===== config.mk =====
export PLATFORM = sky130hd
export DESIGN_NAME = fixed_point_divider
export DESIGN_NICKNAME = d
export VERILOG_FILES = /design/src/rtl/fixed_point_divider.sv
export SDC_FILE = /design/constraint.sdc
export NUM_CORES = 1
export LEC_CHECK = 0
export BUFFER_PORTS_ARGS = -buffer_cell sky130_fd_sc_hd__buf_2
export CAP_MARGIN = 20
export CORE_ASPECT_RATIO = 1.75
export CORE_MARGIN = 2
export CORE_UTILIZATION = 40
export CTS_BUF_LIST = sky130_fd_sc_hd__clkbuf_2
export CTS_CLUSTER_SIZE = 40
export DETAILED_ROUTE_END_ITERATION = 6
export PLACE_DENSITY = 0.58
export RECOVER_POWER = 100
export SETUP_SLACK_MARGIN = 0.3
export SLEW_MARGIN = 10
export SYNTH_ARGS = -nofsm -noshare
export SYNTH_HDL_FRONTEND = slang
export SYNTH_SLANG_ARGS = --single-unit
export TNS_END_PERCENT = 30

===== constraint.sdc =====
create_clock -name clk -period 3.9 [get_ports clk]
set_input_delay 0.39 -clock clk [delete_from_list [all_inputs] [get_ports clk]]
set_output_delay 0.39 -clock clk [all_outputs]
set_load 0.02 [all_outputs]

===== src/rtl/fixed_point_divider.sv =====
// Sequential signed fixed-point divider: result = (operand_1 << FBITS) / operand_2.
// Radix-2 restoring, one quotient bit per clock; truncates toward zero and saturates.
module fixed_point_divider #(
  parameter int unsigned WIDTH = 32,
  parameter int unsigned FBITS = 10
) (
  input  logic             clk,
  input  logic             reset,
  input  logic             start,
  input  logic [WIDTH-1:0] operand_1,
  input  logic [WIDTH-1:0] operand_2,
  output logic [WIDTH-1:0] result,
  output logic             ready,
  output logic             busy,
  output logic             overflow,
  output logic             div_by_zero
);

  localparam int unsigned N  = WIDTH + FBITS;
  localparam int unsigned CW = $clog2(N);

  localparam logic [N-1:0]     POS_LIM = {{(N-WIDTH+1){1'b0}}, {(WIDTH-1){1'b1}}};
  localparam logic [N-1:0]     NEG_LIM = {{(N-WIDTH){1'b0}}, 1'b1, {(WIDTH-1){1'b0}}};
  localparam logic [WIDTH-1:0] MAX_POS = {1'b0, {(WIDTH-1){1'b1}}};
  localparam logic [WIDTH-1:0] MIN_NEG = {1'b1, {(WIDTH-1){1'b0}}};

  typedef enum logic [2:0] {
    S_IDLE,
    S_PREP,
    S_ITER,
    S_FIX,
    S_DONE
  } state_t;

  state_t           state_q, state_d;
  logic [CW-1:0]    cnt_q, cnt_d;
  logic [WIDTH-1:0] a_q, a_d;
  logic [WIDTH-1:0] b_q, b_d;
  logic [WIDTH-1:0] mag_b_q, mag_b_d;
  logic [N-1:0]     dvd_q, dvd_d;
  logic [WIDTH-1:0] rem_q, rem_d;
  logic             zero_div_q, zero_div_d;
  logic [WIDTH-1:0] result_q, result_d;
  logic             ready_q, ready_d;
  logic             busy_q, busy_d;
  logic             ovf_q, ovf_d;
  logic             dbz_q, dbz_d;

  logic [WIDTH-1:0] mag_a;
  logic [WIDTH-1:0] mag_b;
  logic [WIDTH:0]   rem_sh;
  logic [WIDTH:0]   diff;
  logic             q_neg;

  // State and datapath registers
  always_ff @(posedge clk or negedge reset) begin
    if (!reset) begin
      state_q    <= S_IDLE;
      cnt_q      <= '0;
      a_q        <= '0;
      b_q        <= '0;
      mag_b_q    <= '0;
      dvd_q      <= '0;
      rem_q      <= '0;
      zero_div_q <= 1'b0;
      result_q   <= '0;
      ready_q    <= 1'b0;
      busy_q     <= 1'b0;
      ovf_q      <= 1'b0;
      dbz_q      <= 1'b0;
    end else begin
      state_q    <= state_d;
      cnt_q      <= cnt_d;
      a_q        <= a_d;
      b_q        <= b_d;
      mag_b_q    <= mag_b_d;
      dvd_q      <= dvd_d;
      rem_q      <= rem_d;
      zero_div_q <= zero_div_d;
      result_q   <= result_d;
      ready_q    <= ready_d;
      busy_q     <= busy_d;
      ovf_q      <= ovf_d;
      dbz_q      <= dbz_d;
    end
  end

  // Next-state, datapath and registered-output logic
  always_comb begin
    state_d    = state_q;
    cnt_d      = cnt_q;
    a_d        = a_q;
    b_d        = b_q;
    mag_b_d    = mag_b_q;
    dvd_d      = dvd_q;
    rem_d      = rem_q;
    zero_div_d = zero_div_q;
    result_d   = result_q;
    ready_d    = 1'b0;
    busy_d     = busy_q;
    ovf_d      = ovf_q;
    dbz_d      = dbz_q;

    // The most negative operand maps to 2^(WIDTH-1), which still fits unsigned.
    mag_a  = a_q[WIDTH-1] ? (-a_q) : a_q;
    mag_b  = b_q[WIDTH-1] ? (-b_q) : b_q;
    rem_sh = {rem_q, dvd_q[N-1]};
    diff   = rem_sh - {1'b0, mag_b_q};
    q_neg  = (a_q[WIDTH-1] ^ b_q[WIDTH-1]) && (dvd_q != '0);

    case (state_q)
      S_IDLE, S_DONE: begin
        if (state_q == S_DONE) state_d = S_IDLE;
        if (start) begin
          a_d     = operand_1;
          b_d     = operand_2;
          ovf_d   = 1'b0;
          dbz_d   = 1'b0;
          busy_d  = 1'b1;
          state_d = S_PREP;
        end
      end
      S_PREP: begin
        mag_b_d    = mag_b;
        zero_div_d = (b_q == '0);
        if (b_q == '0) begin
          state_d = S_FIX;
        end else begin
          dvd_d   = {mag_a, FBITS'(0)};
          rem_d   = '0;
          cnt_d   = '0;
          state_d = S_ITER;
        end
      end
      S_ITER: begin
        // Quotient bits shift in behind the dividend bits as they are consumed.
        if (!diff[WIDTH]) begin
          rem_d = diff[WIDTH-1:0];
          dvd_d = {dvd_q[N-2:0], 1'b1};
        end else begin
          rem_d = rem_sh[WIDTH-1:0];
          dvd_d = {dvd_q[N-2:0], 1'b0};
        end
        cnt_d = cnt_q + CW'(1);
        if (cnt_q == CW'(N - 1)) state_d = S_FIX;
      end
      S_FIX: begin
        busy_d  = 1'b0;
        ready_d = 1'b1;
        state_d = S_DONE;
        if (zero_div_q) begin
          result_d = a_q[WIDTH-1] ? MIN_NEG : MAX_POS;
          dbz_d    = 1'b1;
          ovf_d    = 1'b0;
        end else if (!q_neg) begin
          if (dvd_q > POS_LIM) begin
            result_d = MAX_POS;
            ovf_d    = 1'b1;
          end else begin
            result_d = dvd_q[WIDTH-1:0];
          end
        end else begin
          if (dvd_q > NEG_LIM) begin
            result_d = MIN_NEG;
            ovf_d    = 1'b1;
          end else begin
            result_d = -dvd_q[WIDTH-1:0];
          end
        end
      end
      default: state_d = S_IDLE;
    endcase
  end

  assign result      = result_q;
  assign ready       = ready_q;
  assign busy        = busy_q;
  assign overflow    = ovf_q;
  assign div_by_zero = dbz_q;

endmodule

Word level (Yosys, flattened, before mapping)
Cells that the tools add are included.

Register bits after elaboration: 216. Bits of input ports: 67. Output and inout port bits: 36.

Add/subtract/negate cells: 5. Order comparisons: 2. Equal/unequal tests: 12. Multiplexer cells: 31. Bitwise gates (word level): 1. Reductions and logical operators: 13.

Operators with widths (count): $mux 32 (9); $neg 32->32 (3); $pmux 42 s2 (1); $pmux 32 s2 (1); $gt 42x31->1 const B (1); $gt 42x32->1 const B (1); $mux 42 (1); $reduce_bool 42->1 (1); $sub 33x32->33 (1); $logic_not 32->1 (1); $pmux 3 s4 (1); $pmux 6 s2 (1); $mux 1 (10); $mux 3 (3); $ne 2x2->1 const B (4); $ne 4x4->1 const B (2); $reduce_and 2->1 (4); $add 6x1->6 const B (1); $eq 3x2->1 const B (2); $eq 6x6->1 const B (1); $mux 6 (1); $pmux 1 s2 (3); $reduce_and 4->1 (1); $reduce_bool 2->1 (2); other kinds (8) (8).

Logic depth before layout (Yosys ltp)
Gate-level depths: netlist of run 1.

Depth in word-level cells: 5. Mapped depth: 14. Mapped depth without buffers: 12.

Least setup slack after synthesis of run 1
Ideal clock, no wire load.

Kind: register to register. Start: register dvd_q[41]. End: register rem_q[15]. Library setup time: 0.083 ns. Arrival: 3.180 ns. Setup slack: 0.637 ns. Stages on the path, launching flop included: 15. Path buffers: 2. Period minus slack after synthesis: 3.263 ns. Cell sequence: dfrtp_1 > inv_1 > ha_1 > inv_1 > fa_1 > a211oi_1 > o21ai_0 > a31oi_1 > o32ai_1 > mux2i_1 > and2_0 > clkbuf_1 > buf_2 > a32oi_1 > o21ai_0.

Longest elaborated chain between the ends: 3.

RTL lines: from (decl) (line 40) `logic [N-1:0] dvd_q, dvd_d;`; from (signal assigned) (line 77) `dvd_q <= dvd_d;`; $sub 33x32->33 (line 108) `diff = rem_sh - {1'b0, mag_b_q};`; $mux 32 (line 137) `if (!diff[WIDTH]) begin`; $pmux 32 s2 (line 111) `case (state_q)`; to (signal assigned) (line 78) `rem_q <= rem_d;`; to (decl) (line 41) `logic [WIDTH-1:0] rem_q, rem_d;`.

No other way between the ends. A chain may end at the register's enable or synchronous reset.

Worst setup path in the final report of run 1
Start: register dvd_q[15]. End: register result_q[1] (netlist: result[1]).

Longest elaborated chain between the ends: 4.

RTL lines: $gt 42x31->1, or another cell as far along (line 156) `if (dvd_q > POS_LIM) begin`; $mux 32, or another cell as far along (line 156); $mux 32 (*) (line 155) `end else if (!q_neg) begin`; $mux 32 (*) (line 151) `if (zero_div_q) begin`; to (signal assigned) (line 80) `result_q <= result_d;`; to (decl) (line 43) `logic [WIDTH-1:0] result_q, result_d;`.

Mark *: on every way between the ends. The rest lies on a longest branch, timed or not.

==> flow_metrics.py, run 1 <==
metrics = {
    "critical_path": {
        "rr_endpoint": "result[1]$_DFFE_PN0P_",
        "path_cells": "or4_1, or4_1, or3_1, nor4_4, nor3_1, clkbuf_1, a221oi_1, o21ai_0",
        "cpPeakStageDelay_ns": 0.61,
        "crit_required_ns": 4.63,
        "r2r_slack_ns": 0.29,
        "worstReg2RegStart": "dvd_q[15]$_DFFE_PN0P_",
        "r2r_cells": 8,
        "crit_type": "reg -> reg",
        "worst-path-max-fanout": 11,
        "crit_path_end_kind": "register",
        "crit_slowest_cell": "or4_1",
        "cp_common_cell": "or4_1",
        "critPathLaunchType": "register",
        "arrival_ns": 4.33,
    },
    "layout": {
        "drive_above_1_share": 0.172,
        "fin_nets": 1633,
        "fillers": 3065,
        "syn2layout_area_growth_pct": 16.2,
        "final_util": 0.468,
    },
    "synth": {
        "synthTopCellsByArea": "dfrtp_1 43%, mux2_2 5.4%, xor2_1 5.1%",
        "synth_edf_count": 0,
        "ys_seq_elements": 216,
        "synthTopCellsByCount": "216 x dfrtp_1, 123 x nor2_1, 97 x o21ai_0",
        "avgSynthCellArea_um2": 9.46,
        "yosysTopAreaCellShare": 0.429,
        "postSynth.asyncResetShare": 1.00,
        "yosysUniqueCellTypes": 76,
        "syn-num-nets": 1438,
        "yosysSeqAreaShare": 0.429,
        "syn-cell-area_um2": 12600,
        "synthCells": 1333,
        "synth_warnings": 0,
        "ys.flop_type": "dfrtp_1",
        "synth_top_cell_by_area": "dfrtp_1",
        "yosysMostFrequentCell": "dfrtp_1",
    },
    "cts": {
        "clockBufferDepth": 3,
        "root_buffer": "clkbuf_2",
        "clock-sinks": 216,
        "cts_tree": "yes",
        "cts_setup_buffers": 0,
        "h-tree-depth": 2,
        "numCtsBuffers": 55,
        "path_clk_slew_ns": 0.11,
        "insertion_delay_ns": 0.96,
    },
    "sta": {
        "worst_clock_skew_ns": 0.109,
        "setup_viol": 0,
        "setup_tns_ns": 0,
        "holdWs_ns": 0.196,
        "maxSlewViolCount": 210,
        "worst_pin_slew_ns": 3.00,
        "max_freq_ghz": 0.277,
        "min_period_over_period": 0.925,
        "relSlewSlack": -1.00,
        "period_minus_slack_ns": 3.61,
        "rsz0062_at_grt": "yes",
        "finalHoldViolCount": 0,
    },
    "global_route": {
        "grt.total_usage": 0.229,
        "overflow": 0,
        "grt_pass1_wl_um": 60200,
        "antenna_found_initial": 1,
        "grt_pass1_vias": 11300,
        "grt_max_degree": 113,
    },
    "floorplanning": {
        "core_area_um2": 31300,
        "row_count": 86,
        "die_h_um": 239,
        "start_util": 0.403,
        "boundaryPins": 103,
        "die_x_um": 138,
        "dieArea_um2": 33000,
    },
    "placed_design": {
        "numPortBuffers": 102,
        "gp_congestion": 0.915,
        "dp_hpwl_um": 27000,
    },
    "hold_path": {
        "holdPathEnd": "a_q[20]$_DFFE_PN0P_",
        "min_from": "operand_1[20]",
        "min_path_cells": 3,
        "hold_path_class": "in -> reg",
    },
    "run": {
        "max-cap-violations": 3,
    },
    "routing": {
        "dr.pass1.iters": 6,
        "route.detailed.drc": 0,
        "drtIter0Drc": 529,
        "viasPerCell": 5.65,
        "wirelength_um": 38200,
        "routedWlPerCell_um": 19.6,
        "final_antenna_net_count": 0,
        "vias": 11000,
    },
    "outcome": {
        "outcome": "complete, but fails checks",
        "violations": "max-capacitance violations, max-slew violations",
    },
    "pwr": {
        "worst_ir_drop_vdd_v": 0.000228,
        "power_density_nw_per_um2": 429,
        "leakage_nw": 6.57,
    },
}
layer usage:
metal | part of all wire | track usage | vias up
met5 | 0 | 0 | -
met4 | 0.066 | 0.151 | 0
met3 | 0.039 | 0.0341 | 117
met2 | 0.55 | 0.435 | 289
met1 | 0.35 | 0.229 | 5352
li1 | - | - | 5268
layout make-up:
cell class	count	area, um^2	area share
inverters	51	191	0.0131
well taps	396	495	0.0338
clock inverters	8	40.0	0.00273
multi-input cells	988	6680	0.456
clock buffers	76	380	0.0259
repair buffers	216	1460	0.0999
diodes	1	2.50	0.000171
flip-flops and latches	216	5410	0.369
stage by stage:
stage	instance area (um^2)	cells	worst slack, ns	total power [mW]
after floorplan	12600	1333	0.637	4.14
after global placement	13600	1794	0.494	4.78
after detailed placement	13600	1794	0.359	4.81
after CTS	14800	1951	0.402	6.39
after global routing	14700	1952	0.153	6.70
final	14700	1952	0.291	6.29
registers in the layout, indices dropped and copies added, names as in the netlist:
register	count
state_q	3
dvd_q	42
ready	1
busy	1
rem_q	32
mag_b_q	32
result	32
a_q	32
zero_div_q	1
cnt_q	6
b_q	32
overflow	1
div_by_zero	1
cells in the final DEF (no fill, tap or decap), types with 9 or more instances in the layout:
cell and instances:
a22oi_1 17, or3_1 24, a32oi_1 12, nand2_1 91, a211oi_1 9, buf_4 28
clkbuf_2 84, nor2b_1 19, or2_2 13, mux2_2 61, nor4_1 15, dlygate4sd3_1 73
o31ai_1 22, ha_1 37, buf_2 65, mux2i_1 24, o21a_1 14, nor2_1 123
a21o_1 13, a221o_1 14, o21ai_0 96, o32a_1 12, xor2_1 73, nor3_1 31
xnor2_1 16, or4_1 12, dfrtp_1 216, a21oi_1 90, clkbuf_1 42, a31oi_1 16
o41ai_1 9, inv_1 50, nand3_1 17
power by group:
group / switching [mW] / internal [mW] / total, mW
logic: 1.14 / 0.797 / 1.93
clock network: 0.966 / 0.516 / 1.48
registers: 0.334 / 2.54 / 2.87
total: 2.43 / 3.85 / 6.29
kinds of logic (layout without fill, tap and decap cells):
kind of cell / Yosys count / count (layout) / share of synthesized area
and+or+nand+nor: 397 / 397 / 0.157
AOI/OAI and AO/OA: 379 / 379 / 0.199
DFF: 216 / 216 / 0.429
buffers and inverters: 129 / 351 / 0.0415
xor gates and xnor gates: 89 / 89 / 0.0618
muxes: 85 / 85 / 0.0735
adders and majority gates: 38 / 38 / 0.0383
other: 0 / 1 / 0
critical path: cells and delay by family, from the launching register on:
kind / cells / cell delay, ns
flip-flops: 1 / 0.44
AO/OA/AOI/OAI: 2 / 0.63
buffers and inverters: 1 / 0.29
AND/OR/NAND/NOR: 5 / 2.02
worst max path at each step:
stage	startpoint	endpoint	slack [ns]
3_5_place_dp	dvd_q[15]$_DFFE_PN0P_	result[7]$_DFFE_PN0P_	0.36
3_3_place_gp	dvd_q[15]$_DFFE_PN0P_	result[23]$_DFFE_PN0P_	0.49
5_1_grt	b_q[0]$_DFFE_PN0P_	dvd_q[11]$_DFFE_PN0P_	0.15
4_1_cts	dvd_q[41]$_DFFE_PN0P_	rem_q[23]$_DFFE_PN0P_	0.40
6_report	dvd_q[15]$_DFFE_PN0P_	result[1]$_DFFE_PN0P_	0.29
2_1_floorplan	dvd_q[41]$_DFFE_PN0P_	rem_q[15]$_DFFE_PN0P_	0.64
timing repair:
item / in CTS / in global routing
hold buffers: 73 / 0
gates cloned: 0 / 0
setup endpoints to repair: 7 / 33
gates resized for setup: 1 / 5
endpoints found under the hold margin: 175 / 0
Note: power is estimated with default switching activity, not from simulation.
==> inputs of run 2 (changes only) <==
--- a/config.mk
+++ b/config.mk
@@ -5,7 +5,6 @@
 export SDC_FILE = /design/constraint.sdc
 export NUM_CORES = 1
 export LEC_CHECK = 0
-export BUFFER_PORTS_ARGS = -buffer_cell sky130_fd_sc_hd__buf_2
 export CAP_MARGIN = 20
 export CORE_ASPECT_RATIO = 1.75
 export CORE_MARGIN = 2
@@ -13,7 +12,8 @@
 export CTS_BUF_LIST = sky130_fd_sc_hd__clkbuf_2
 export CTS_CLUSTER_SIZE = 40
 export DETAILED_ROUTE_END_ITERATION = 6
-export PLACE_DENSITY = 0.58
+export DONT_BUFFER_PORTS = 1
+export PLACE_DENSITY = 0.55
 export RECOVER_POWER = 100
 export SETUP_SLACK_MARGIN = 0.3
 export SLEW_MARGIN = 10
==> run 2 against run 1 <==
Effect of this change:
- the flow finishes with violations (negative hold slack, max-capacitance violations, max-slew violations)
- worst hold slack worse by 1.0 ns
- non-clock buffer count shrank 102
- wire length fell by 0.65%
- sequential share of layout area rose by 1.0 points
- global-route usage is 0.25 points lower
- setup slack better by 0.028 ns
- core utilization fell by 1.3 points
- critical path depth fell by 1
- clock-buffer cell count fell by 2
- critical endpoint is now result[11]$_DFFE_PN0P_
==> flow_metrics.py, run 2 (synthesis results as in run 1) <==
metrics = {
    "floorplanning": {
        "die_h_um": 239,
        "row_count": 86,
        "boundaryPins": 103,
        "start_util": 0.403,
        "die_x_um": 138,
        "dieArea_um2": 33000,
        "core_area_um2": 31300,
    },
    "global_route": {
        "grt_pass1_wl_um": 59100,
        "grt_max_degree": 217,
        "antenna_found_initial": 1,
        "overflow": 0,
        "grt.total_usage": 0.226,
        "grt_pass1_vias": 11000,
    },
    "pwr": {
        "worst_ir_drop_vdd_v": 0.000216,
        "power_mw": 6.26,
        "power_density_nw_per_um2": 439,
        "leakage_nw": 6.29,
    },
    "critical_path": {
        "r2r_slack_ns": 0.32,
        "crit_type": "reg -> reg",
        "crit_required_ns": 4.70,
        "critPathLaunchType": "register",
        "arrival_ns": 4.38,
        "worst-path-max-fanout": 10,
        "crit_path_end_kind": "register",
    },
    "placed_design": {
        "pre_cts_ws_ns": 0.215,
        "numPortBuffers": 0,
        "gp_congestion": 0.938,
        "dp_cells": 1696,
        "place_area_um2": 13200,
        "dp_hpwl_um": 27300,
    },
    "cts": {
        "clockBufferDepth": 3,
        "insertion_delay_ns": 0.97,
        "cts_tree": "yes",
        "h-tree-depth": 2,
        "path_clk_slew_ns": 0.14,
        "root_buffer": "clkbuf_2",
        "hold_buffers": 68,
        "clock-sinks": 216,
        "numCtsBuffers": 53,
    },
    "sta": {
        "rsz0062_at_grt": "yes",
        "max_freq_ghz": 0.279,
        "maxSlewViolCount": 200,
        "worst_clock_skew_ns": 0.0973,
        "setup_viol": 0,
        "worst_pin_slew_ns": 2.59,
        "period_minus_slack_ns": 3.58,
        "final.setup.worst_slack_ns": 0.319,
        "min_period_over_period": 0.918,
        "holdWs_ns": -0.817,
        "setup_tns_ns": 0,
        "relSlewSlack": -0.724,
        "finalHoldViolCount": 216,
    },
    "layout": {
        "layout_commonest_cell": "dfrtp_1",
        "regArea_um2": 5410,
        "largest_register": "dvd_q",
        "finalNonFillerCells": 1857,
        "fillers": 3076,
        "fin_nets": 1529,
        "final_util": 0.455,
        "multi_input_area_um2": 6710,
        "largest_reg_flops": 42,
        "layout_common_cells": "216 x dfrtp_1, 122 x nor2_1, 97 x o21ai_0",
        "drive_above_1_share": 0.140,
        "syn2layout_area_growth_pct": 13.1,
        "final_area_um2": 14300,
    },
    "routing": {
        "final_antenna_net_count": 0,
        "dr.pass1.iters": 5,
        "viasPerCell": 5.76,
        "route.detailed.drc": 0,
        "vias": 10700,
        "routedWlPerCell_um": 20.4,
        "drtIter0Drc": 513,
        "wirelength_um": 37900,
    },
    "outcome": {
        "outcome": "complete, but fails checks",
        "violations": "negative hold slack, max-capacitance violations, max-slew violations",
    },
    "hold_path": {
        "hold_path_class": "in -> async",
    },
    "run": {
        "max-cap-violations": 5,
    },
}
run 2: changes by cell type in the layout (fill, tap and decap cells not counted), sizes merged:
cell and delta:
inv +1, buf -60, clkbuf -39, clkinv +8, dlygate4sd3 -5
run 2: final cells by class:
| class | instances | share of cell area |
|---|---|---|
| timing repair buffer | 114 | 0.0711 |
| multi-input combinational | 988 | 0.470 |
| clock inverter | 17 | 0.00535 |
| antenna | 1 | 0.000175 |
| clock buffer | 74 | 0.0260 |
| inverter | 51 | 0.0134 |
| sequential | 216 | 0.379 |
| tap | 396 | 0.0347 |
run 2: path summary, 6_finish.rpt:
kind	startpoint	endpoint	depth (start not counted)
min in group clk	operand_2[16]	b_q[16]$_DFFE_PN0P_	2
min	reset	mag_b_q[28]$_DFFE_PN0P_	0
max reg2reg	dvd_q[27]$_DFFE_PN0P_	result[11]$_DFFE_PN0P_	7
max	dvd_q[27]$_DFFE_PN0P_	result[11]$_DFFE_PN0P_	7
max in group asynchronous	reset	a_q[3]$_DFFE_PN0P_	0
min reg2reg	rem_q[7]$_DFFE_PN0P_	rem_q[7]$_DFFE_PN0P_	2
run 2: repair_timing:
item | 4_1_cts | 5_1_grt
hold endpoints to repair | 284 | 216
resized for setup | 1 | 3
endpoints found under the setup margin | 6 | 20
cloned | 0 | 0
setup buffers | 0 | 0
run 2: report_power, final:
part           internal [mW]  switching [mW]
registers               2.54           0.365
clock network          0.518           0.976
logic                  0.785            1.07
total                   3.84            2.41
run 2: critical path, cell delays in order (launching register included):
cell and delay (ns):
dfrtp_1 0.48, nor4_1 0.93, nand4b_1 0.38, o21a_1 0.35
or3_1 0.54, clkbuf_2 0.27, or3_1 0.37, a31oi_1 0.18
run 2: metal layers:
layer / global-route usage / vias up / part of all wire
met5: 0 / - / 0
met4: 0.142 / 0 / 0.064
met3: 0.0351 / 117 / 0.038
met2: 0.458 / 285 / 0.57
met1: 0.205 / 5210 / 0.32
li1: - / 5093 / -
